$ cat config.mk
export PLATFORM = sky130hd
export DESIGN_NAME = i2c_multibus_monitor
export DESIGN_NICKNAME = d
export VERILOG_FILES = /design/src/rtl/i2c_multibus_monitor.sv
export SDC_FILE = /design/constraint.sdc
export NUM_CORES = 2
export LEC_CHECK = 0
export ABC_AREA = 1
export CAP_MARGIN = 20
export CORE_UTILIZATION = 50
export CTS_CLUSTER_SIZE = 16
export DETAILED_ROUTE_END_ITERATION = 12
export DONT_BUFFER_PORTS = 1
export MAX_ROUTING_LAYER = met4
export SYNTH_ARGS = -nofsm -noshare
export SYNTH_HDL_FRONTEND = slang
export SYNTH_SLANG_ARGS = --single-unit
$ cat constraint.sdc
create_clock -name clk_i -period 151.6 [get_ports clk_i]
set_clock_uncertainty 0.15 [all_clocks]
set_input_delay 30.32 -clock clk_i [delete_from_list [all_inputs] [get_ports clk_i]]
set_output_delay 30.32 -clock clk_i [all_outputs]
set_load 0.02 [all_outputs]
$ cat src/rtl/i2c_multibus_monitor.sv
`default_nettype none
// ============================================================================
// i2c_multibus_monitor : passive N-bus I2C monitor with a merged event FIFO
// Revision 1.0 - initial release
// ============================================================================
module i2c_multibus_monitor #(
    parameter int NUM_BUSES  = 16,
    parameter int FILTER_LEN = 3,
    parameter int FIFO_DEPTH = 16,
    parameter int STRETCH_W  = 16
) (
    input  logic                 clk_i,
    input  logic                 rst_i,
    input  logic [NUM_BUSES-1:0] scl_i,
    input  logic [NUM_BUSES-1:0] sda_i,
    input  logic [NUM_BUSES-1:0] enable_i,
    output logic                 evt_valid_o,
    input  logic                 evt_ready_i,
    output logic [3:0]           evt_bus_o,
    output logic [2:0]           evt_type_o,
    output logic [7:0]           evt_data_o,
    output logic                 evt_ack_o,
    output logic [STRETCH_W-1:0] evt_stretch_o,
    output logic [NUM_BUSES-1:0] busy_o,
    output logic                 overflow_o,
    input  logic                 overflow_clr_i
);

    localparam int BW = (NUM_BUSES > 1) ? $clog2(NUM_BUSES) : 1;
    localparam int AW = $clog2(FIFO_DEPTH);

    localparam logic [2:0] EV_START  = 3'd0;
    localparam logic [2:0] EV_RSTART = 3'd1;
    localparam logic [2:0] EV_BYTE   = 3'd2;
    localparam logic [2:0] EV_STOP   = 3'd3;
    localparam logic [2:0] EV_ERROR  = 3'd4;

    typedef enum logic [0:0] {S_IDLE = 1'b0, S_ACTIVE = 1'b1} state_t;

    typedef struct packed {
        logic [3:0]           bus;
        logic [2:0]           typ;
        logic [7:0]           data;
        logic                 ack;
        logic [STRETCH_W-1:0] stretch;
    } evt_t;

    evt_t                 w_hold [NUM_BUSES];
    logic [NUM_BUSES-1:0] w_hold_valid;
    logic [NUM_BUSES-1:0] w_grant_oh;
    logic [NUM_BUSES-1:0] w_drop;
    logic                 w_grant_valid;
    logic [BW-1:0]        w_grant_idx;
    logic [BW-1:0]        w_idx;
    logic [BW-1:0]        r_last;
    logic                 w_can_push;
    logic                 r_overflow;

    generate
        for (genvar i = 0; i < NUM_BUSES; i++) begin : g_bus
            logic [1:0] w_raw;
            logic [1:0] r_s1, r_s2, r_f, r_p;
            logic [3:0] r_fcnt [2];
            logic       w_start, w_stop, w_rise;

            state_t               r_state, w_state_nxt;
            logic [3:0]           r_bitcnt, w_bitcnt_nxt;
            logic [7:0]           r_shift, w_shift_nxt;
            logic [STRETCH_W-1:0] r_cnt, w_cnt_nxt, r_max, w_max_nxt, w_max_rise;
            logic                 w_ev_v;
            evt_t                 w_ev;
            logic                 r_hold_v;
            evt_t                 r_hold_l;

            assign w_raw = {sda_i[i], scl_i[i]};

            // Bit 0 is SCL, bit 1 is SDA; filtered lines move only after FILTER_LEN agreeing samples
            always_ff @(posedge clk_i or posedge rst_i) begin
                if (rst_i) begin
                    r_s1      <= '1;
                    r_s2      <= '1;
                    r_f       <= '1;
                    r_p       <= '1;
                    r_fcnt[0] <= '0;
                    r_fcnt[1] <= '0;
                end else begin
                    r_s1 <= w_raw;
                    r_s2 <= r_s1;
                    r_p  <= r_f;
                    for (int k = 0; k < 2; k++) begin
                        if (r_s2[k] != r_f[k]) begin
                            if (r_fcnt[k] == 4'(FILTER_LEN - 1)) begin
                                r_f[k]    <= r_s2[k];
                                r_fcnt[k] <= '0;
                            end else begin
                                r_fcnt[k] <= r_fcnt[k] + 4'd1;
                            end
                        end else begin
                            r_fcnt[k] <= '0;
                        end
                    end
                end
            end

            // SCL high in both samples excludes simultaneous SCL/SDA changes
            assign w_start = r_p[0] & r_f[0] &  r_p[1] & ~r_f[1];
            assign w_stop  = r_p[0] & r_f[0] & ~r_p[1] &  r_f[1];
            assign w_rise  = ~r_p[0] & r_f[0];

            always_ff @(posedge clk_i or posedge rst_i) begin
                if (rst_i) begin
                    r_state  <= S_IDLE;
                    r_bitcnt <= '0;
                    r_shift  <= '0;
                    r_cnt    <= '0;
                    r_max    <= '0;
                end else begin
                    r_state  <= w_state_nxt;
                    r_bitcnt <= w_bitcnt_nxt;
                    r_shift  <= w_shift_nxt;
                    r_cnt    <= w_cnt_nxt;
                    r_max    <= w_max_nxt;
                end
            end

            always_comb begin
                w_state_nxt  = r_state;
                w_bitcnt_nxt = r_bitcnt;
                w_shift_nxt  = r_shift;
                w_cnt_nxt    = r_cnt;
                w_max_nxt    = r_max;
                w_ev_v       = 1'b0;
                w_ev         = '0;
                w_ev.bus     = 4'(i);
                w_max_rise   = (r_cnt > r_max) ? r_cnt : r_max;
                if (!enable_i[i]) begin
                    w_state_nxt  = S_IDLE;
                    w_bitcnt_nxt = '0;
                    w_shift_nxt  = '0;
                    w_cnt_nxt    = '0;
                    w_max_nxt    = '0;
                end else begin
                    case (r_state)
                        S_IDLE: begin
                            if (w_start) begin
                                w_state_nxt  = S_ACTIVE;
                                w_bitcnt_nxt = '0;
                                w_shift_nxt  = '0;
                                w_cnt_nxt    = '0;
                                w_max_nxt    = '0;
                                w_ev_v       = 1'b1;
                                w_ev.typ     = EV_START;
                            end
                        end
                        S_ACTIVE: begin
                            if (w_start) begin
                                w_ev_v       = 1'b1;
                                w_ev.typ     = (r_bitcnt == 4'd0) ? EV_RSTART : EV_ERROR;
                                w_bitcnt_nxt = '0;
                                w_shift_nxt  = '0;
                                w_cnt_nxt    = '0;
                                w_max_nxt    = '0;
                            end else if (w_stop) begin
                                w_ev_v       = 1'b1;
                                w_ev.typ     = (r_bitcnt == 4'd0) ? EV_STOP : EV_ERROR;
                                w_state_nxt  = S_IDLE;
                                w_bitcnt_nxt = '0;
                                w_shift_nxt  = '0;
                                w_cnt_nxt    = '0;
                                w_max_nxt    = '0;
                            end else if (w_rise) begin
                                w_cnt_nxt = '0;
                                if (r_bitcnt == 4'd8) begin
                                    w_ev_v       = 1'b1;
                                    w_ev.typ     = EV_BYTE;
                                    w_ev.data    = r_shift;
                                    w_ev.ack     = ~r_f[1];
                                    w_ev.stretch = w_max_rise;
                                    w_bitcnt_nxt = '0;
                                    w_shift_nxt  = '0;
                                    w_max_nxt    = '0;
                                end else begin
                                    w_shift_nxt  = {r_shift[6:0], r_f[1]};
                                    w_bitcnt_nxt = r_bitcnt + 4'd1;
                                    w_max_nxt    = w_max_rise;
                                end
                            end else if (!r_f[0] && (r_cnt != '1)) begin
                                w_cnt_nxt = r_cnt + STRETCH_W'(1);
                            end
                        end
                        default: w_state_nxt = S_IDLE;
                    endcase
                end
            end

            // A slot being granted this cycle is free for a new event at the same edge
            always_ff @(posedge clk_i or posedge rst_i) begin
                if (rst_i) begin
                    r_hold_v <= 1'b0;
                    r_hold_l <= '0;
                end else if (!enable_i[i]) begin
                    r_hold_v <= 1'b0;
                    r_hold_l <= '0;
                end else if (w_ev_v && (!r_hold_v || w_grant_oh[i])) begin
                    r_hold_v <= 1'b1;
                    r_hold_l <= w_ev;
                end else if (w_grant_oh[i]) begin
                    r_hold_v <= 1'b0;
                end
            end

            assign w_drop[i]       = w_ev_v & r_hold_v & ~w_grant_oh[i];
            assign w_hold[i]       = r_hold_l;
            assign w_hold_valid[i] = r_hold_v;
            assign busy_o[i]       = (r_state == S_ACTIVE);
        end
    endgenerate

    // Round-robin search starting just after the last granted bus
    always_comb begin
        w_grant_valid = 1'b0;
        w_grant_idx   = '0;
        w_grant_oh    = '0;
        w_idx         = '0;
        for (int k = 1; k <= NUM_BUSES; k++) begin
            w_idx = BW'((int'(r_last) + k) % NUM_BUSES);
            if (!w_grant_valid && w_hold_valid[w_idx] && w_can_push) begin
                w_grant_valid     = 1'b1;
                w_grant_idx       = w_idx;
                w_grant_oh[w_idx] = 1'b1;
            end
        end
    end

    always_ff @(posedge clk_i or posedge rst_i) begin
        if (rst_i) begin
            r_last <= BW'(NUM_BUSES - 1);
        end else if (w_grant_valid) begin
            r_last <= w_grant_idx;
        end
    end

    evt_t          r_mem [FIFO_DEPTH];
    logic [AW-1:0] r_wr, r_rd;
    logic [AW:0]   r_count;
    logic          w_full, w_pop, w_push;
    evt_t          w_head;

    assign w_full     = (r_count == (AW+1)'(FIFO_DEPTH));
    assign w_pop      = evt_valid_o & evt_ready_i;
    assign w_can_push = ~w_full | w_pop;
    assign w_push     = w_grant_valid;

    always_ff @(posedge clk_i) begin
        if (w_push) begin
            r_mem[r_wr] <= w_hold[w_grant_idx];
        end
    end

    always_ff @(posedge clk_i or posedge rst_i) begin
        if (rst_i) begin
            r_wr    <= '0;
            r_rd    <= '0;
            r_count <= '0;
        end else begin
            if (w_push) r_wr <= r_wr + AW'(1);
            if (w_pop)  r_rd <= r_rd + AW'(1);
            if (w_push && !w_pop)      r_count <= r_count + (AW+1)'(1);
            else if (!w_push && w_pop) r_count <= r_count - (AW+1)'(1);
        end
    end

    always_ff @(posedge clk_i or posedge rst_i) begin
        if (rst_i) begin
            r_overflow <= 1'b0;
        end else if (|w_drop) begin
            r_overflow <= 1'b1;
        end else if (overflow_clr_i) begin
            r_overflow <= 1'b0;
        end
    end

    assign w_head        = r_mem[r_rd];
    assign evt_valid_o   = (r_count != '0);
    assign evt_bus_o     = evt_valid_o ? w_head.bus     : '0;
    assign evt_type_o    = evt_valid_o ? w_head.typ     : '0;
    assign evt_data_o    = evt_valid_o ? w_head.data    : '0;
    assign evt_ack_o     = evt_valid_o ? w_head.ack     : 1'b0;
    assign evt_stretch_o = evt_valid_o ? w_head.stretch : '0;
    assign overflow_o    = r_overflow;

endmodule
`default_nettype wire
==> metrics.log <==
[metrics] Worst Path Required: 152.01 ns
[metrics] Resized Gates After CTS: 0
[metrics] reg2reg end: r_mem[12][11]
[metrics] Post-Synthesis Cells: roughly 12,000
[metrics] post-layout net count: 12,100
[metrics] library cell contributing the largest single delay on the critical path: sky130_fd_sc_hd__clkinv_2
[metrics] weighted congestion at the end of routability-driven global placement: 0.993
[metrics] Post-Syn Area: between 100,000 and 150,000 um2
[metrics] number of global-route vias before repair: 79,700
[metrics] I/O pin cnt: about 100
[metrics] largest cells by area after synthesis: sky130_fd_sc_hd__dfrtp_1, sky130_fd_sc_hd__edfxtp_1, sky130_fd_sc_hd__nand2_1
[metrics] leading area contributor after synthesis: sky130_fd_sc_hd__dfrtp_1
[metrics] static power due to leakage: slightly below 50 nW
[metrics] Sequential Area: roughly 52,000 um2
[metrics] utilization after layout: 0.552
[metrics] FF+latch count, synth: 1,985
[metrics] largest stage delay on the critical path: 0.97 ns
[metrics] clock tree buffer depth: 3
[metrics] status: completed
[metrics] number of sinks handled by clock tree synthesis: between 1,500 and 2,000
[metrics] Period minus WS final: ~37 ns
[metrics] maximum number of pins on one net before global-route repair: between 150 and 200
[metrics] synthesized area divided by synthesized cell count: between 8 and 9 um2
[metrics] share of flip-flops with an asynchronous set or reset after synthesis: 0.742
[metrics] leading cell types by count after synthesis: sky130_fd_sc_hd__nand2_1, sky130_fd_sc_hd__nand3_1, sky130_fd_sc_hd__dfrtp_1
[metrics] buffer and inverter count on the worst path: 3
[metrics] final clock period utilization by the worst path: 0.241
[metrics] Starting Density: 0.503
[metrics] post-route cell area: ~110,000 um2
[metrics] Ys Warns: 0
[metrics] crit-path max FO: 63
[metrics] wire length of the first global-routing pass: between 400 and 500 mm
[metrics] half-perimeter wire length after placement: around 230 mm
[metrics] DRT Wirelength: 327 mm
[metrics] worst-case setup margin in the final layout: 115.06 ns
[metrics] average routed wire per standard cell: between 20 and 25 um
[metrics] routed vias: 84,500
[metrics] Syn Nets: around 12,000
[metrics] Multi-input gate area: 41,200 um2
[metrics] critical path startpoint: evt_ready_i
[metrics] VDD IR-drop max: approximately 0.00008 V
[metrics] number of design rule violations left after detail routing: 0
[metrics] number of clock buffers inserted by TritonCTS: about 210
[metrics] sequential fraction of the synthesis area: 0.521
[metrics] total of max-cap violations: 0
[metrics] share of the synthesized area in the top cell type: 0.334
[metrics] hold violation total from the final report: 0
[metrics] area of the core region: around 200,000 um2
[metrics] endpoint arrival time on the critical path: between 30 and 40 ns
[metrics] hold-critical path endpoint: g_bus[6].r_s2[0]
[metrics] layout overhead on the synthesized area: 9.58%
[metrics] Post-CTS Hold Buffers: 0
[metrics] Die Area: 203,000 um2
[metrics] relative max-transition margin: 0.216
[metrics] Die Width: around 450 um
[metrics] number of levels the H-tree was split into: 4
[metrics] GRT Overall Usage: 0.330
[metrics] placement row count: about 160
[metrics] clock transition at the register clock pins on the worst setup and hold paths after CTS: 0.06 ns
[metrics] number of cells on the worst reg-to-reg path: 24
[metrics] startpoint of the tightest hold check path: g_bus[6].r_s1[0]
[metrics] clock insertion delay at the later pin of the skew report: ~0.87 ns
[metrics] quantity of I/O buffers inserted on ports: 0
[metrics] dominant cell by count in the synthesized netlist: sky130_fd_sc_hd__nand2_1
[metrics] Chip Height: approximately 450 um
[metrics] Distinct cells, synth: 68
[metrics] Crit Reg-Reg Startpoint: r_last[0]
[metrics] routed via count divided by cell count: 5.84
[metrics] antenna-violating nets left: 0
[metrics] number of enable flip-flop cells after synthesis: a little over 500
[metrics] share of post-route cells with drive strength above 1: 0.0654
[metrics] cell area after placement: approximately 100,000 um2
[metrics] count of buffers added by post-CTS timing repair for setup: 0
[metrics] endpoint type of the worst setup path: flop
[metrics] Worst Setup Path Type: input pin to flop
[metrics] antenna violations before repair: 8
[metrics] Hold/Removal Path Class: flop to flop
[metrics] family of cells with the greatest summed delay on the critical path: simple AND/OR/NAND/NOR gates
[metrics] clock root buffer: sky130_fd_sc_hd__clkbuf_16
[metrics] most used flip-flop cell after synthesis: sky130_fd_sc_hd__dfrtp_1
[metrics] worst-case register-to-register setup slack: 142.19 ns
[metrics] post-place setup slack: between 100 and 150 ns
[metrics] Max Freq: around 27 MHz
[metrics] type of element launching the critical path: input pin
[metrics] first drt pass iteration count: 9
[metrics] Remaining Overflow, GRT: 0
[metrics] Min-Delay Path Depth: 0
[metrics] transition time of the tightest slew-check pin: ~1.2 ns
[metrics] CP Cell Sequence: nor2_1 > nand2_1 > buf_12 > nand3_2 > nand3_2 > nor2_4 > nand4_1 > a21oi_2 > nand4_4 > nor3_2 > nand2_1 > nor2_4 > nand3_1 > nand3_4 > clkinv_2 > buf_4 > nand3_1 > nand3_1 > nand2_1 > nand2_1 > nand2_1
[metrics] TritonCTS clock tree: built
[metrics] Setup Viol. Count Final: 0
[metrics] iteration-0 DRC count of the detailed router: 9,786
[metrics] number of filler instances in the final layout: around 18,000
[metrics] PwrDens: 24.5 nW/um2
[metrics] unrepaired setup endpoints after global routing: no
[metrics] max-slew violation total from the final report: 0
[metrics] cell repeated most along the worst path: sky130_fd_sc_hd__nand2_1
[metrics] setup TNS: 0 ns
-- area by class of cell --
cell class | count | share of cell area
Sequential cell | 1985 | 0.476
Multi-Input combinational cell | 8044 | 0.374
Clock buffer | 291 | 0.0545
Inverter | 1245 | 0.0426
Tap cell | 2656 | 0.0302
Clock inverter | 112 | 0.0118
Timing Repair Buffer | 134 | 0.0104
Antenna cell | 5 | 0.000114
-- logic make-up (layout without fill, tap and decap cells) --
logic type               Yosys count  count (layout)  synth area share
AO/OA/AOI/OAI                   2017            2017             0.112
XOR/XNOR                         122             122            0.0108
adder cells (fa/ha/maj)          391             391            0.0487
buffers and inverters           1806            1782            0.0709
flip-flops                      1985            1985             0.521
multiplexers                      11              11           0.00123
other                              0               5                 0
AND/OR/NAND/NOR                 5503            5503             0.235
-- sequential cells by signal, indices dropped and copies added (netlist names) --
register / count
r_mem: 512
g_bus.r_hold_l: 463
g_bus.r_cnt: 256
g_bus.r_max: 256
g_bus.r_fcnt: 128
g_bus.r_shift: 128
g_bus.r_bitcnt: 64
g_bus.r_f: 32
g_bus.r_p: 32
g_bus.r_s1: 32
g_bus.r_s2: 32
g_bus.r_hold_v: 16
g_bus.r_state: 16
r_count: 5
r_last: 4
r_rd: 4
r_wr: 4
overflow_o: 1
-- worst register-to-register path, stage by stage, from the launching register on --
cell                       delay, ns
sky130_fd_sc_hd__dfstp_2        0.91
sky130_fd_sc_hd__inv_2          0.37
sky130_fd_sc_hd__ha_1           0.63
sky130_fd_sc_hd__inv_1          0.49
sky130_fd_sc_hd__nand3_1        0.21
sky130_fd_sc_hd__nand3_1        0.21
sky130_fd_sc_hd__nand3_2        0.14
sky130_fd_sc_hd__nand3_2        0.43
sky130_fd_sc_hd__nand3_2        0.21
sky130_fd_sc_hd__nor2_4         0.17
sky130_fd_sc_hd__nand4_1        0.11
sky130_fd_sc_hd__a21oi_2        0.25
sky130_fd_sc_hd__nand4_4        0.18
sky130_fd_sc_hd__nor3_2         0.18
sky130_fd_sc_hd__nand2_1        0.13
sky130_fd_sc_hd__nor2_4         0.46
sky130_fd_sc_hd__nand3_1        0.27
sky130_fd_sc_hd__nand3_4        0.66
sky130_fd_sc_hd__clkinv_2       0.98
sky130_fd_sc_hd__buf_4          0.64
sky130_fd_sc_hd__nand3_1        0.19
sky130_fd_sc_hd__nand3_1        0.09
sky130_fd_sc_hd__nand2_1        0.11
sky130_fd_sc_hd__nand2_1        0.24
sky130_fd_sc_hd__nand2_1        0.66
-- stage by stage --
stage	power, mW	hold slack (ns)	std cells
6_report	2.70	0.192	14500
3_5_place_dp	2.13	0.197	14100
4_1_cts	2.67	0.196	14500
2_1_floorplan	1.71	0.195	11800
3_3_place_gp	2.10	0.196	14100
5_1_grt	2.84	0.202	14500
-- routing by layer --
metal / track usage / share of wire
met2: 0.469 / 0.43
met3: 0.0668 / 0.090
met1: 0.477 / 0.45
met4: 0.0941 / 0.030
met5: - / 0
-- power breakdown --
group | internal [mW] | total, mW | switching (mW)
Combinational | 0.249 | 1.24 | 0.991
Clock | 0.311 | 0.538 | 0.227
Sequential | 0.865 | 0.921 | 0.0555
-- worst max path at each step --
| stage | depth (start not counted) | to | slack (ns) |
|---|---|---|---|
| final | 21 | r_mem[12][11] | 115.06 |
| after global placement | 22 | r_mem[4][24] | 113.58 |
| after global routing | 21 | r_mem[11][11] | 114.79 |
| after detailed placement | 22 | r_mem[0][24] | 113.38 |
| after CTS | 22 | r_mem[0][24] | 114.27 |
| after floorplan | 1 | g_bus[0].r_bitcnt[0] | 79.80 |
-- placed cells by master (no fill, tap or decap), drive strengths merged, types with 5 or more instances in the layout --
cell type,n
nor4,28
clkinvlp,9
edfxtp,512
xor2,87
dfrtp,1341
dfstp,132
o21bai,6
o211ai,10
o21a,16
nand3,1565
ha,390
o41ai,8
and3,10
nand4,119
mux2,11
a31oi,22
clkbuf,291
o31ai,9
a221oi,24
nor2,1132
xnor2,35
clkinv,88
inv,1241
a211oi,32
nor3,249
nand2,2386
bufinv,19
o221ai,115
a32o,12
o22ai,162
o2111ai,8
a21oi,463
buf,134
nor3b,5
o21ai,1101
diode,5
Note: power is estimated with default switching activity, not from simulation.
